File: config.mk
export PLATFORM = sky130hd
export DESIGN_NAME = wb_stage_p
export DESIGN_NICKNAME = d
export VERILOG_FILES = /design/src/rtl/cpu_pkg.sv /design/src/rtl/load_extract.sv /design/src/rtl/wb_stage_p.sv
export SDC_FILE = /design/constraint.sdc
export NUM_CORES = 1
export LEC_CHECK = 0
export CAP_MARGIN = 10
export CORE_UTILIZATION = 45
export DETAILED_ROUTE_END_ITERATION = 12
export HOLD_SLACK_MARGIN = 0.03
export PLACE_DENSITY = 0.88
export SYNTH_ARGS = -nofsm -noshare
export SYNTH_HDL_FRONTEND = slang
export SYNTH_HIERARCHICAL = 1
export SYNTH_SLANG_ARGS = --single-unit
File: constraint.sdc
create_clock -name clk -period 2.6 [get_ports clk]
set_input_delay 0.78 -clock clk [delete_from_list [all_inputs] [get_ports clk]]
set_output_delay 0.78 -clock clk [all_outputs]
set_load 0.05 [all_outputs]
File: src/rtl/cpu_pkg.sv
// Shared CPU definitions: writeback result-select encoding and default datapath sizes.
package cpu_pkg;

    localparam int DATA_W = 16;
    localparam int REG_AW = 4;

    typedef enum logic [1:0] {
        SEL_ALU   = 2'd0,
        SEL_MEM   = 2'd1,
        SEL_PCRET = 2'd2,
        SEL_IMM   = 2'd3
    } wb_sel_e;

endpackage

File: src/rtl/load_extract.sv
// Byte-lane extraction for loads: picks one byte of the memory word and zero- or
// sign-extends it to the datapath width; full-word loads pass straight through.
module load_extract
    import cpu_pkg::*;
#(
    parameter int  DATA_W = cpu_pkg::DATA_W,
    localparam int OFF_W  = $clog2(DATA_W / 8)
) (
    input  logic [DATA_W-1:0] word,
    input  logic              ld_byte,
    input  logic              ld_signed,
    input  logic [OFF_W-1:0]  byte_off,
    output logic [DATA_W-1:0] result
);

    function automatic logic [DATA_W-1:0] extend_byte(input logic signed [7:0] b,
                                                      input logic           is_signed);
        if (is_signed)
            return {{(DATA_W-8){b[7]}}, b};
        return {{(DATA_W-8){1'b0}}, b};
    endfunction

    logic [DATA_W-1:0] shifted;
    logic signed [7:0] lane;

    always_comb begin
        shifted = word >> {byte_off, 3'b000};
        lane    = shifted[7:0];
        result  = ld_byte ? extend_byte(lane, ld_signed) : word;
    end

endmodule

File: src/rtl/wb_stage_p.sv
// Writeback stage: registers the MEM bundle, commits each instruction exactly once
// across stalls, and keeps a last-write forwarding copy. Optional retire counter
// is enabled by defining WB_RETIRE_CNT_EN.
module wb_stage_p
    import cpu_pkg::*;
#(
    parameter int  DATA_W  = cpu_pkg::DATA_W,
    parameter int  REG_AW  = cpu_pkg::REG_AW,
    parameter int  R0_ZERO = 1,
    parameter int  CNT_W   = 32,
    localparam int OFF_W   = $clog2(DATA_W / 8)
) (
    input  logic              clk,
    input  logic              rst,
    input  logic              stall,
    input  logic              flush,
    input  logic              in_valid,
    input  logic [1:0]        in_sel,
    input  logic              in_regwrite,
    input  logic              in_ret,
    input  logic [REG_AW-1:0] in_waddr,
    input  logic [DATA_W-1:0] in_alu,
    input  logic [DATA_W-1:0] in_mem,
    input  logic [DATA_W-1:0] in_pcret,
    input  logic [DATA_W-1:0] in_imm,
    input  logic              in_ld_byte,
    input  logic              in_ld_signed,
    input  logic [OFF_W-1:0]  in_byte_off,
    output logic              rf_we,
    output logic [REG_AW-1:0] rf_waddr,
    output logic [DATA_W-1:0] rf_wdata,
    output logic              ret,
    output logic [DATA_W-1:0] pc_ret,
    output logic              fwd_valid,
    output logic [REG_AW-1:0] fwd_addr,
    output logic [DATA_W-1:0] fwd_data,
    output logic [CNT_W-1:0]  retire_cnt
);

    logic              valid_p0;
    logic              done_p0;
    wb_sel_e           sel_p0;
    logic              regwrite_p0;
    logic              ret_p0;
    logic [REG_AW-1:0] waddr_p0;
    logic [DATA_W-1:0] alu_p0;
    logic [DATA_W-1:0] mem_p0;
    logic [DATA_W-1:0] pcret_p0;
    logic [DATA_W-1:0] imm_p0;
    logic              ld_byte_p0;
    logic              ld_signed_p0;
    logic [OFF_W-1:0]  byte_off_p0;

    logic              commit;
    logic [DATA_W-1:0] mem_result;

    // ---- stage p0: MEM -> WB register ----
    always_ff @(posedge clk or negedge rst) begin
        if (!rst) begin
            valid_p0     <= 1'b0;
            done_p0      <= 1'b0;
            sel_p0       <= SEL_ALU;
            regwrite_p0  <= 1'b0;
            ret_p0       <= 1'b0;
            waddr_p0     <= '0;
            alu_p0       <= '0;
            mem_p0       <= '0;
            pcret_p0     <= '0;
            imm_p0       <= '0;
            ld_byte_p0   <= 1'b0;
            ld_signed_p0 <= 1'b0;
            byte_off_p0  <= '0;
        end else if (flush) begin
            valid_p0 <= 1'b0;
            done_p0  <= 1'b0;
        end else if (stall) begin
            // A held valid instruction has committed once; block repeats.
            done_p0 <= valid_p0;
        end else begin
            valid_p0     <= in_valid;
            done_p0      <= 1'b0;
            sel_p0       <= wb_sel_e'(in_sel);
            regwrite_p0  <= in_regwrite;
            ret_p0       <= in_ret;
            waddr_p0     <= in_waddr;
            alu_p0       <= in_alu;
            mem_p0       <= in_mem;
            pcret_p0     <= in_pcret;
            imm_p0       <= in_imm;
            ld_byte_p0   <= in_ld_byte;
            ld_signed_p0 <= in_ld_signed;
            byte_off_p0  <= in_byte_off;
        end
    end

    load_extract #(
        .DATA_W (DATA_W)
    ) u_load_extract (
        .word      (mem_p0),
        .ld_byte   (ld_byte_p0),
        .ld_signed (ld_signed_p0),
        .byte_off  (byte_off_p0),
        .result    (mem_result)
    );

    always_comb begin
        commit   = valid_p0 & ~done_p0;
        rf_we    = commit & regwrite_p0 & ~((R0_ZERO != 0) && (waddr_p0 == '0));
        ret      = commit & ret_p0;
        rf_waddr = waddr_p0;
        pc_ret   = pcret_p0;
        rf_wdata = alu_p0;
        case (sel_p0)
            SEL_ALU:   rf_wdata = alu_p0;
            SEL_MEM:   rf_wdata = mem_result;
            SEL_PCRET: rf_wdata = pcret_p0;
            SEL_IMM:   rf_wdata = imm_p0;
            default:   rf_wdata = alu_p0;
        endcase
    end

    // ---- forwarding copy of the last committed write (survives flush) ----
    always_ff @(posedge clk or negedge rst) begin
        if (!rst) begin
            fwd_valid <= 1'b0;
            fwd_addr  <= '0;
            fwd_data  <= '0;
        end else if (rf_we) begin
            fwd_valid <= 1'b1;
            fwd_addr  <= rf_waddr;
            fwd_data  <= rf_wdata;
        end
    end

`ifdef WB_RETIRE_CNT_EN
    logic [CNT_W-1:0] retire_q;

    always_ff @(posedge clk or negedge rst) begin
        if (!rst)
            retire_q <= '0;
        else if (commit)
            retire_q <= retire_q + CNT_W'(1);
    end

    assign retire_cnt = retire_q;
`else
    assign retire_cnt = '0;
`endif

endmodule

==> results.md <==
- The run finished, with violations left.
- In the final layout, the share of cells above drive strength 1 is 39.9%.
- The maximum fanout along the worst path is 5.
- The later pin in the worst-skew pair is clocked with a latency of 0.36 ns.
- The number of instances in the placed design is 558.
- The number of primary I/O pins is 171.
- The tightest min-delay check is of the input port to asynchronous set/reset pin type.
- In the final design database the tool counted 524 nets.
- After detailed routing, the total wire length is 10,500 microns.
- Clock tree synthesis inserted a total of 9 buffers.
- The critical path start-end classification is flop to output port.
- The die area is 10,600 sq um.
- Leaving out fill and tap cells, the most frequent cells in the layout are sky130_fd_sc_hd__clkdlybuf4s50_1, sky130_fd_sc_hd__dfrtp_1, sky130_fd_sc_hd__mux2_2, sky130_fd_sc_hd__conb_1.
- The final critical path takes up 107% of the cycle.
- The initialized floorplan defines 36 standard-cell rows.
- Setup repair after global routing could not meet its margin everywhere.
- The cts-stage hold buffer count is 0.
- The worst register-to-register path ends at fwd_data[6]$_DFFE_PN0P_.
- Global routing finished with a remaining overflow of 0.
- Dividing the detail-routed wire length by the instance count gives 18.1 microns.
- The starting utilization of the core area is 46.5%.
- The peak supply drop is 0.000642 V.
- The clock network is responsible for 17.1% of the overall power.
- The instance area at placement is 5950 sq um.
- The first global-routing pass estimated 16,000 microns of wire.
- After layout, the worst setup slack is -0.182 ns.
- The internal power summed over all cells is 3.52 mW.
- In this run the deepest clock path goes through 2 buffers.
- In the global route stage, overall resource usage came out at 20.7%.
- The sum of net half-perimeters after detailed placement is between 7000 and 8000 microns.
- The repair_antennas step left the layout with diodes totalling 0.
- Entering global routing, the biggest net connects 50 pins.
- Ranked by total cell area, the synthesized netlist is headed by sky130_fd_sc_hd__dfrtp_1, sky130_fd_sc_hd__mux2_2, sky130_fd_sc_hd__buf_4.
- The via count is a little under 3,000.
- For this design the ratio of total power to cell area is 915 nW/um^2.
- The critical path startpoint is byte_off_p0$_DFFE_PN0P_.
- For this design the total switching power over the nets is 2.32 mW.
- The x dimension of the die is 103 microns.
- In this run the tightest slew margin relative to its limit is 65.2%.
- The number of cells on the worst reg-to-reg path is 5.
- Of the total power, combinational logic draws a little under half.
- The timing-limited maximum frequency is 0.359 GHz.
- The final hold violation count is 0.
- The register cell area after layout is 2450 sq um.
- Summing the sequential cell areas from Yosys gives 53.7% of the chip area.
- The minimum clock period after layout is 2.78 ns.
- The end point of the critical path is rf_wdata[13].
- Leaving out fill and tap cells, the most frequent cell in the layout is sky130_fd_sc_hd__clkdlybuf4s50_1.
- Setup violations remaining at the end of the flow were counted as 16.
- The number of global-route vias before repair is 3,076.
- The number of port buffers is 138.
- The TritonCTS clock tree is done.
- The worst setup path is captured at an output port.
- The switching power as a share of total power is 39.7%.
- The worst setup path is launched from a flop.
- The number of nets still failing antenna checks after routing is 0.
- The count of max-cap constraint violations is 0.
- In this run the cell area of the synthesized design comes to 4570 sq um.
- In this run the register-to-register setup slack is 0.65 ns.
- The worst slack at placement is 0.0117 ns.
- The final estimated routing congestion in global placement is 0.728.
- The final standard cell area without fillers is about 6400 sq um.
- After floorplanning, the core was sized to cover 9820 sq um.
- In the routed design, unresolved DRC markers number 0.
- The synthesized design spends more area on one cell type than any other, namely sky130_fd_sc_hd__dfrtp_1.
- The average instance area after synthesis is 15.6 sq um.
- For the worst setup path, the data arrival time is 2.00 ns.
- Before antenna repair, the detailed router went through 4 iterations.
- In this run the vertical extent of the chip is 103 microns.
- After layout, the design draws a total of 5.84 mW.
- The leakage power is 2.72 nW.
- The layout has 731 filler cells.
- The H-tree depth is 3.
- The required time at the worst-slack endpoint is 1.82 ns.
- The number of standard cells in the final layout excluding fillers is 582.
- The sink count of the clock tree is 98.
- In the routed layout, each cell is associated on average with a via count of ~5.
- The source of the worst register-to-register timing path is byte_off_p0$_DFFE_PN0P_.
- The post-synthesis register bit count is 98.
- The area share of the largest cell type after synthesis is between 50 and 60%.
- In this run, flip-flops and latches consume 35.4% of the power.
- Once layout is complete, the utilization of the core stands at between 60 and 70%.
- The warning count from the yosys run is 6.
- After clock tree synthesis, the clock-pin slew on the worst setup and hold paths is 0.09 ns.
- The distinct cell type count after synthesis is 26.
- The initial antenna violation count came to 0.
- The detailed router finished its first iteration with 72 violations.
- The slew at the pin with the worst max-slew slack is 0.520 ns.
- The checks that failed: setup timing.
- The area overhead of the layout relative to synthesis is 39.7%.
- The post-route clock skew is between 0.01 and 0.015 ns.
- The multi-input combinational cell area is 1910 sq um.
- The final max-slew violation count is 0.
- The root buffer selected by CTS is sky130_fd_sc_hd__clkbuf_8.
- Synthesis produced a netlist whose cell count is between 200 and 300.
cell families after synthesis:
family	synth area share, %
compound gates	1.48
flops	53.7
buf+inv	8.41
simple gates	1.43
other cells	0.0821
mux	34.9
flip-flops by register name (all words and copies together) (netlist names), 2 cells and up:
name,flops
rf_waddr,4
pc_ret,16
alu_p0,16
fwd_data,16
sel_p0,2
fwd_addr,4
mem_p0,16
imm_p0,16
synth_stat cells, drive strengths merged:
| cell | number |
|---|---|
| inv | 9 |
| or2 | 1 |
| clkbuf | 1 |
| conb | 1 |
| nor2 | 1 |
| and3b | 2 |
| a21boi | 1 |
| mux2 | 102 |
| o22ai | 7 |
| nor4 | 1 |
| nand2 | 2 |
| mux4 | 16 |
| dfrtp | 98 |
| and4bb | 1 |
| a21o | 1 |
| o32ai | 1 |
| buf | 46 |
| mux2i | 2 |
per-layer routing:
metal,up-vias,GRT usage [%],share of wire [%]
li1,1300,-,-
met1,1481,25.5,41
met2,115,35.8,52
met3,12,4.61,5.7
met4,0,7.69,1.4
met5,-,0,0
per-stage QoR:
step / hold WS (ns) / TNS, ns
detailed placement: 0.466 / 0
CTS: 0.330 / -2.50
finish: 0.340 / -2.40
global route: 0.349 / -3.23
global placement: 0.451 / 0
floorplan: 0.472 / 0
worst min path at each step:
stage | to | slack, ns | from
global route | mem_p0[9]$_DFFE_PN0P_ | 0.35 | rst
detailed placement | fwd_valid$_DFFE_PN0P_ | 0.47 | fwd_valid$_DFFE_PN0P_
global placement | fwd_valid$_DFFE_PN0P_ | 0.45 | fwd_valid$_DFFE_PN0P_
finish | imm_p0[12]$_DFFE_PN0P_ | 0.34 | rst
CTS | pc_ret[12]$_DFFE_PN0P_ | 0.33 | rst
floorplan | imm_p0[10]$_DFFE_PN0P_ | 0.47 | imm_p0[10]$_DFFE_PN0P_
final cells by class:
class / count / share of cell area (%)
sequential: 98 / 38.5
multi-input combinational: 170 / 29.9
timing repair buffer: 156 / 25.4
tap: 133 / 2.61
clock buffer: 14 / 2.55
clock inverter: 2 / 0.549
inverter: 9 / 0.530
power groups by stage:
stage	clock network, mW	logic, mW	registers (mW)
floorplan	0	1.09	2.75
global placement	0	2.53	2.06
detailed placement	0	2.57	2.09
CTS	1.03	2.73	2.07
global route	1.08	2.89	2.11
finish	1.00	2.77	2.07
critical path, cell delays in order (launching register included):
cell	delay, ns
sky130_fd_sc_hd__dfrtp_2	0.47
sky130_fd_sc_hd__mux2i_4	0.29
sky130_fd_sc_hd__buf_6	0.16
sky130_fd_sc_hd__o22ai_1	0.06
sky130_fd_sc_hd__mux4_2	0.49
sky130_fd_sc_hd__buf_6	0.18
timing repair:
| action | 4_1_cts | 5_1_grt |
|---|---|---|
| setup buffers | 5 | 3 |
| setup endpoints to repair | 16 | 16 |
| pin swaps | 1 | 1 |
| resized for setup | 42 | 13 |
Power figures use the tool's default switching activity.
